--- src/rtl/dff_pipe.sv ---
// Elastic register pipeline with valid/ready handshake, bubble collapse and flush.
// Optional qbar output is present only when DFF_PIPE_QBAR_EN is defined.
module dff_pipe #(
  parameter int WIDTH  = 8,
  parameter int STAGES = 4,
  parameter int CW     = $clog2(STAGES + 1)
) (
  input  logic             clk,
  input  logic             rst,
  input  logic [WIDTH-1:0] d,
  input  logic             d_valid,
  output logic             d_ready,
  input  logic             flush,
  output logic [WIDTH-1:0] q,
`ifdef DFF_PIPE_QBAR_EN
  output logic [WIDTH-1:0] qbar,
`endif
  output logic             q_valid,
  input  logic             q_ready,
  output logic [CW-1:0]    count
);

  logic [WIDTH-1:0]  data_q [STAGES];
  logic [WIDTH-1:0]  data_d [STAGES];
  logic [STAGES-1:0] valid_q;
  logic [STAGES-1:0] valid_d;
  logic [STAGES-1:0] adv;
  logic [CW-1:0]     count_q;
  logic [CW-1:0]     count_d;
  logic              accept;

  // adv_i is high unless every stage from i to the output is full and q is stalled;
  // evaluated as a running AND so no vector feeds back on itself.
  always_comb begin : adv_chain
    logic stall;
    adv   = '0;
    stall = !q_ready;
    for (int unsigned k = 0; k < STAGES; k++) begin
      stall                = stall && valid_q[STAGES-1-k];
      adv[STAGES-1-k]      = !stall;
    end
  end

  assign d_ready = adv[0] && !flush;
  assign accept  = d_valid && d_ready;

  always_comb begin
    data_d[0]  = adv[0] ? d : data_q[0];
    valid_d[0] = adv[0] ? accept : valid_q[0];
    for (int unsigned i = 1; i < STAGES; i++) begin
      data_d[i]  = adv[i] ? data_q[i-1]  : data_q[i];
      valid_d[i] = adv[i] ? valid_q[i-1] : valid_q[i];
    end
    if (flush) begin
      valid_d = '0;
    end
    count_d = '0;
    for (int unsigned k = 0; k < STAGES; k++) begin
      count_d = count_d + CW'(valid_d[k]);
    end
  end

  always_ff @(posedge clk or negedge rst) begin
    if (!rst) begin
      data_q  <= '{default: '0};
      valid_q <= '0;
      count_q <= '0;
    end else begin
      data_q  <= data_d;
      valid_q <= valid_d;
      count_q <= count_d;
    end
  end

  assign q       = data_q[STAGES-1];
  assign q_valid = valid_q[STAGES-1];
  assign count   = count_q;

`ifdef DFF_PIPE_QBAR_EN
  assign qbar = ~q;
`endif

endmodule

--- config.mk ---
export PLATFORM = sky130hd
export DESIGN_NAME = dff_pipe
export DESIGN_NICKNAME = d
export VERILOG_FILES = /design/src/rtl/dff_pipe.sv
export SDC_FILE = /design/constraint.sdc
export NUM_CORES = 1
export LEC_CHECK = 0
export CAP_MARGIN = 10
export CORE_MARGIN = 1
export CORE_UTILIZATION = 50
export DETAILED_ROUTE_END_ITERATION = 8
export GPL_TIMING_DRIVEN = 1
export PLACE_DENSITY = 0.73
export SYNTH_ARGS = -nofsm -noshare
export SYNTH_HDL_FRONTEND = slang
export SYNTH_SLANG_ARGS = --single-unit
--- constraint.sdc ---
create_clock -name clk -period 6 [get_ports clk]
set_input_delay 1.2 -clock clk [delete_from_list [all_inputs] [get_ports clk]]
set_output_delay 1.2 -clock clk [all_outputs]
set_load 0.01 [all_outputs]
== After elaboration in Yosys (flattened, before gate mapping) ==
Cells that the tools add are included.
Word-level totals
  register bits after elaboration: 39
  bits of input ports: 13
  output and inout bits: 13
  logic and storage cells: 23
Operators by class
  $add $sub $neg: 3
  mux-type cells: 5
  reductions and logical operators: 9
Operator list (number)
  logical AND 1 bit: 6
  two-way mux 1 bit: 4
  two-way mux 4 bit: 1
  adder 2 x 1 -> 3 bit: 1
  adder 3 x 1 -> 3 bit: 1
  logical NOT 1 bit: 3
  adder 1 x 1 -> 2 bit: 1

== Logic depth before layout (Yosys ltp) ==
Gate-level depths: netlist of run 1.
  word-level depth: 13
  depth in mapped cells: 8
  mapped depth without buffers: 7

== Least setup slack after synthesis of run 1 ==
Ideal clock, no wire load.
  path kind: input -> output
  start: in q_ready
  end: out d_ready
  arrival: 1.999 ns
  data required time: 4.800 ns
  setup slack: 2.801 ns
  stages on the path: 4
  cell sequence: nand4b_4 or2_1 buf_6 nor2b_1
On the way
  word-level cells in the longest chain between the ends: 7
RTL lines
  start, declared: line 19  | input logic q_ready,
  logical NOT 1 bit: line 37  | stall = !q_ready;
  logical AND 1 bit (4 in series): line 39  | stall = stall && valid_q[STAGES-1-k];
  logical NOT 1 bit: line 40  | adv[STAGES-1-k] = !stall;
  logical AND 1 bit: line 44  | assign d_ready = adv[0] && !flush;
  end, declared: line 12  | output logic d_ready,
No other way between the ends.

== Final worst setup path of run 1 ==
Ends and elaborated chain as after synthesis.

==> metrics, run 1 <==
Main synth FF type dfrtp_1; Critical Path RT 4.80 ns; clock tree buffer depth 2; Synth Cell Area 0.00159 mm²; Max-Cap Viols 0; row cnt 20; Root Buffer clkbuf_4; sequential share of the synthesized area 61.3%; Worst slew margin 29.6%; combinational power share 9.3%; Clock Pin Slew Worst Setup and Hold Paths 0.11 ns; initial antenna violation count 0; Worst Setup End Kind output pin; routed wire length 2.39 mm; #FFs+latches synth 39; post-place setup slack 1.63 ns; CP Max Fanout 11; Clock Skews 0.00774 ns; post-synth top area share 61.3%; Async S/R FF share, synth 100%; Final Cycle Share 72.5%; Nets 140; share of cells above drive strength 1 33.9%; post-DR vias/cell 4.80; Net Switching 100 µW; fin crit period 4.35 ns; sequential power share 61.9%; Area contributors post-synth dfrtp_1, mux2_2, mux2_4; post-DP HPWL 1.67 mm; Core Region 0.00303 mm²; Placer Congestion 0.681; gr usage total 17.3%; DR pass1 iterations 4; Worst Setup SP q_ready; design area 0.00187 mm²; crit path max-delay cell type clkdlybuf4s50_1; Layout area overhead 17.6%; synth unique cells 17; Peak VDD IR 0.155 mV; detailed-route via count 807; final hold slack 0.511 ns; Slew @ Worst Pin 1.05 ns; # placed instances 161; Clk pwr share 28.8%; vias in the first global route 912; DRT iter0 DRCs 17; worst path cell trace clkdlybuf4s50_1 -> nand4b_4 -> or2_1 -> nor2b_1 -> clkdlybuf4s50_1; Syn Nets 118; Placement Cell Area 0.00182 mm²; TNS Setup 0 ns; cts-stage hold buffer count 0; most common cell in the netlist dfrtp_1; final slew viol count 0; Final setup violation count 0; Leak Pwr 0.878 nW; H-tree levels 2; total setup buffers inserted after CTS 0; cts bufs inserted 5; Hold Vio Cnt, Final 0; Die Wd 58.4 µm; Sink Count 39; area leader, netlist dfrtp_1; Clk Latency, worst-skew pair 0.33 ns; CTS tree done; post-cts resize count 0; list of most frequent post-synthesis cells dfrtp_1, mux2_2, buf_4; largest net degree at the start of global routing 40; Post-Syn Instances 102; Sw Share 21.9%; Fmax 230 MHz; status finished, final reports clean; Power Density 244 mW/mm²; CP peak stage delay 0.55 ns; Antenna diodes 0; full die area 0.00341 mm²; Initial Util 52.6%; die height 58.4 µm; P_int 357 µW; mean post-synth cell area 15.6 µm²; RSZ-0062 raised after global routing false; Setup crit start kind input port; crit path DAT 3.15 ns; ANT nets after route 0; DRC 0; crit-path most repeated cell clkdlybuf4s50_1; gr ovfl total 0; I/O Pins 26; PortBufs 25; fin worst setup slack 1.65 ns; worst min-delay path class reg -> reg; fin cells 168; wire per inst 14.2 µm; Synth Warn # 0; number of synthesized flops with an enable pin 0; hold path start data_q[9]; Setup Crit Path Kind in -> out; first-pass GRT wire length 4.22 mm; Worst R2R Start valid_q[3]
critical path: cells and delay by family:
kind                   cells  cell delay [ns]
buffers and inverters      2             1.03
AND/OR/NAND/NOR            3             0.93
routing by layer:
metal	track usage (%)	share of wire [%]	routed length, µm	up-vias
met5	0	0	0	-
met2	27.8	51	1220	22
met3	7.47	4.7	112	0
met1	21.7	44	1050	406
met4	4.08	0	0	0
li1	-	-	-	379
cells by family (layout without fill, tap and decap cells):
logic type	Yosys count	in the layout	share of synthesized area, %
and+or+nand+nor	9	9	4.01
muxes	32	32	24.3
DFF	39	39	61.3
AOI/OAI and AO/OA	4	4	1.57
adders and majority gates	3	3	2.83
buffers and inverters	15	37	5.97
worst paths after layout:
check | endpoint | depth (start not counted) | slack [ns]
max | d_ready | 5 | 1.65
min | q[1] | 1 | 0.51
max reg2reg | count[1] | 7 | 3.20
min reg2reg | q[1] | 1 | 0.51
max in group asynchronous | data_q[23] | 1 | 4.52
min in group asynchronous | data_q[19] | 1 | 0.96
metrics by stage:
stage	total power [mW]	util [%]
2_1_floorplan	0.309	-
3_3_place_gp	0.330	60.0
3_5_place_dp	0.332	60.0
4_1_cts	0.464	61.8
5_1_grt	0.482	61.8
6_report	0.457	61.8
power groups by stage:
stage	Combinational, mW	Clock (mW)	Sequential (mW)
after floorplan	0.0221	0	0.287
after global placement	0.0424	0	0.288
after detailed placement	0.0434	0	0.289
after CTS	0.0436	0.137	0.283
after global routing	0.0469	0.150	0.285
final	0.0426	0.132	0.283
sequential cells by signal, indices dropped and copies added (netlist names):
register  flops
data_q       24
q             8
valid_q       4
count         3
placed cells by master, fill, tap and decap left out:
cell             count
or2_2                1
ha_1                 2
or2_1                1
clkinv_2             1
a21o_1               2
nand2_1              1
mux2_4               7
nand4b_4             1
clkbuf_8             1
inv_1                5
buf_2                1
dfrtp_1             39
nor2_1               3
nor2b_1              2
fa_1                 1
mux2_2              25
clkdlybuf4s50_1     24
clkbuf_4             5
a21oi_1              2
final cells by class:
cell class                 count  area, µm²
sequential                    39        976
tap                           44       55.1
inverter                       5       18.8
clock inverter                 1       5.00
clock buffer                   6       51.3
timing repair buffer          25        245
fill                         257       1160
multi-input combinational     48        520
No activity file was read; power rests on OpenSTA's default activity.
==> inputs of run 2 (changes only) <==
- CORE_UTILIZATION: 50 -> 47
- PLACE_DENSITY: 0.73 -> 0.72
- clock period: 6 -> 3.65 ns (I/O delays scaled with it)
==> metrics, run 2 (synthesis gave the netlist of run 1 again) <==
crit path DAT 2.39 ns (was 3.15 ns); I/O Pins 26 (unchanged); share of cells above drive strength 1 34.6% (was 33.9%); first-pass GRT wire length 3.85 mm (was 4.22 mm); gr ovfl total 0 (unchanged); Placer Congestion 0.705 (was 0.681); Largest register FFs 24 (unchanged); fin worst setup slack 0.529 ns (was 1.65 ns); status finished, final reports clean (unchanged); Setup Crit Path Kind in -> out (unchanged); full die area 0.00362 mm² (was 0.00341 mm²); DR pass1 iterations 3 (was 4); post-place setup slack 0.521 ns (was 1.63 ns); Clk Latency, worst-skew pair 0.34 ns (was 0.33 ns); Antenna diodes 0 (unchanged); ANT nets after route 0 (unchanged); wire per inst 13.3 µm (was 14.2 µm); CP Max Fanout 10 (was 11); end point of the critical path d_ready (unchanged); row cnt 20 (unchanged); Top reg by flops data_q (unchanged); Leak Pwr 0.892 nW (was 0.878 nW); Clock Skews 0.00596 ns (was 0.00774 ns); post-DR vias/cell 4.84 (was 4.80); DRC 0 (unchanged); clock tree buffer depth 2 (unchanged); largest net degree at the start of global routing 40 (unchanged); Core Region 0.00313 mm² (was 0.00303 mm²); Power Density 408 mW/mm² (was 244 mW/mm²); Root Buffer clkbuf_4 (unchanged); post-cts resize count 0 (unchanged); Worst R2R Start valid_q[2] (was valid_q[3]); RSZ-0062 raised after global routing false (unchanged); Clock Pin Slew Worst Setup and Hold Paths 0.10 ns (was 0.11 ns); Worst Setup SP q_ready (unchanged); H-tree levels 2 (unchanged); Fmax 320 MHz; worst min-delay path class in -> async (was reg -> reg); detailed-route via count 828 (was 807); setup slack, reg-to-reg 1.35 ns (was 3.20 ns); Die Wd 60.2 µm (was 58.4 µm); area occupied by multi-input gates 520 µm² (unchanged); PortBufs 25 (unchanged); total area of sequential cells 976 µm² (unchanged); Layout area overhead 19.3% (was 17.6%); layout filler cell count 255 (was 257); die height 60.2 µm (was 58.4 µm); Worst Setup End Kind output pin (unchanged); final hold slack 0.475 ns (was 0.511 ns); Max-Cap Viols 0 (unchanged); Initial Util 50.9% (was 52.6%); Hold Vio Cnt, Final 0 (unchanged); Reg2Reg Capture Point count[1] (unchanged); initial antenna violation count 0 (unchanged); cts bufs inserted 5 (unchanged); Peak VDD IR 0.283 mV (was 0.155 mV); r2r worst-path depth 7 (unchanged); Final Cycle Share 85.5%; final slew viol count 0 (unchanged); Slew @ Worst Pin 0.819 ns (was 1.05 ns); Sink Count 39 (unchanged); Critical Path RT 2.92 ns (was 4.80 ns); post-DP HPWL 1.61 mm (was 1.67 mm); Nets 142 (was 140); Setup crit start kind input port (unchanged); most frequent cells in the layout dfrtp_1, mux2_2, clkdlybuf4s50_1 (unchanged); gr usage total 15.7% (was 17.3%); CTS tree done (unchanged); total setup buffers inserted after CTS 0 (unchanged); TNS Setup 0 ns (unchanged); fin crit period 3.12 ns; vias in the first global route 858 (was 912); most common cell after layout, fill and taps aside dfrtp_1 (unchanged); Final setup violation count 0 (unchanged); routed wire length 2.28 mm (was 2.39 mm); DRT iter0 DRCs 12 (was 17); cts-stage hold buffer count 0 (unchanged); Worst slew margin 45.4% (was 29.6%)
[run 2: power breakdown]
group	total, mW	switching [mW]	internal (mW)
combinational	0.0699	0.0261	0.0438
sequential	0.465	0.0109	0.454
clock	0.240	0.127	0.113
[run 2: worst min path at each step]
stage	from	end	slack (ns)	cells past startpoint
2_1_floorplan	rst	count[0]	0.43	0
3_3_place_gp	data_q[23]	data_q[23]	0.49	1
3_5_place_dp	data_q[18]	data_q[18]	0.49	1
4_1_cts	rst	data_q[10]	0.49	1
5_1_grt	rst	q[2]	0.53	1
6_report	rst	data_q[26]	0.48	1
[run 2: metal layers]
layer / share of wire [%] / up-vias / track usage, %
met3: 4.9 / 7 / 5.63
met4: 2.3 / 0 / 8.97
met2: 50 / 21 / 25.4
li1: - / 383 / -
met5: 0 / - / 0
met1: 43 / 417 / 17.8
[run 2: critical path: stages]
cell             delay [ns]
clkdlybuf4s50_1        0.42
nand4b_4               0.28
or2_1                  0.32
nor2b_1                0.15
clkdlybuf4s50_1        0.48
[run 2: final cells by class]
class / count / area share, %
Clock buffer: 8 / 3.62
Inverter: 5 / 0.988
Multi-Input combinational cell: 48 / 27.4
Sequential cell: 39 / 51.4
Tap cell: 44 / 2.90
Timing Repair Buffer: 27 / 13.7
[run 2: metrics by stage]
| step | power (mW) | util, % | std cells | area (µm²) |
|---|---|---|---|---|
| 2_1_floorplan | 0.508 | - | 102 | 1590 |
| 3_3_place_gp | 0.542 | 58.5 | 163 | 1830 |
| 3_5_place_dp | 0.545 | 58.5 | 163 | 1830 |
| 4_1_cts | 0.786 | 60.7 | 171 | 1900 |
| 5_1_grt | 0.812 | 60.7 | 171 | 1900 |
| 6_report | 0.775 | 60.7 | 171 | 1900 |
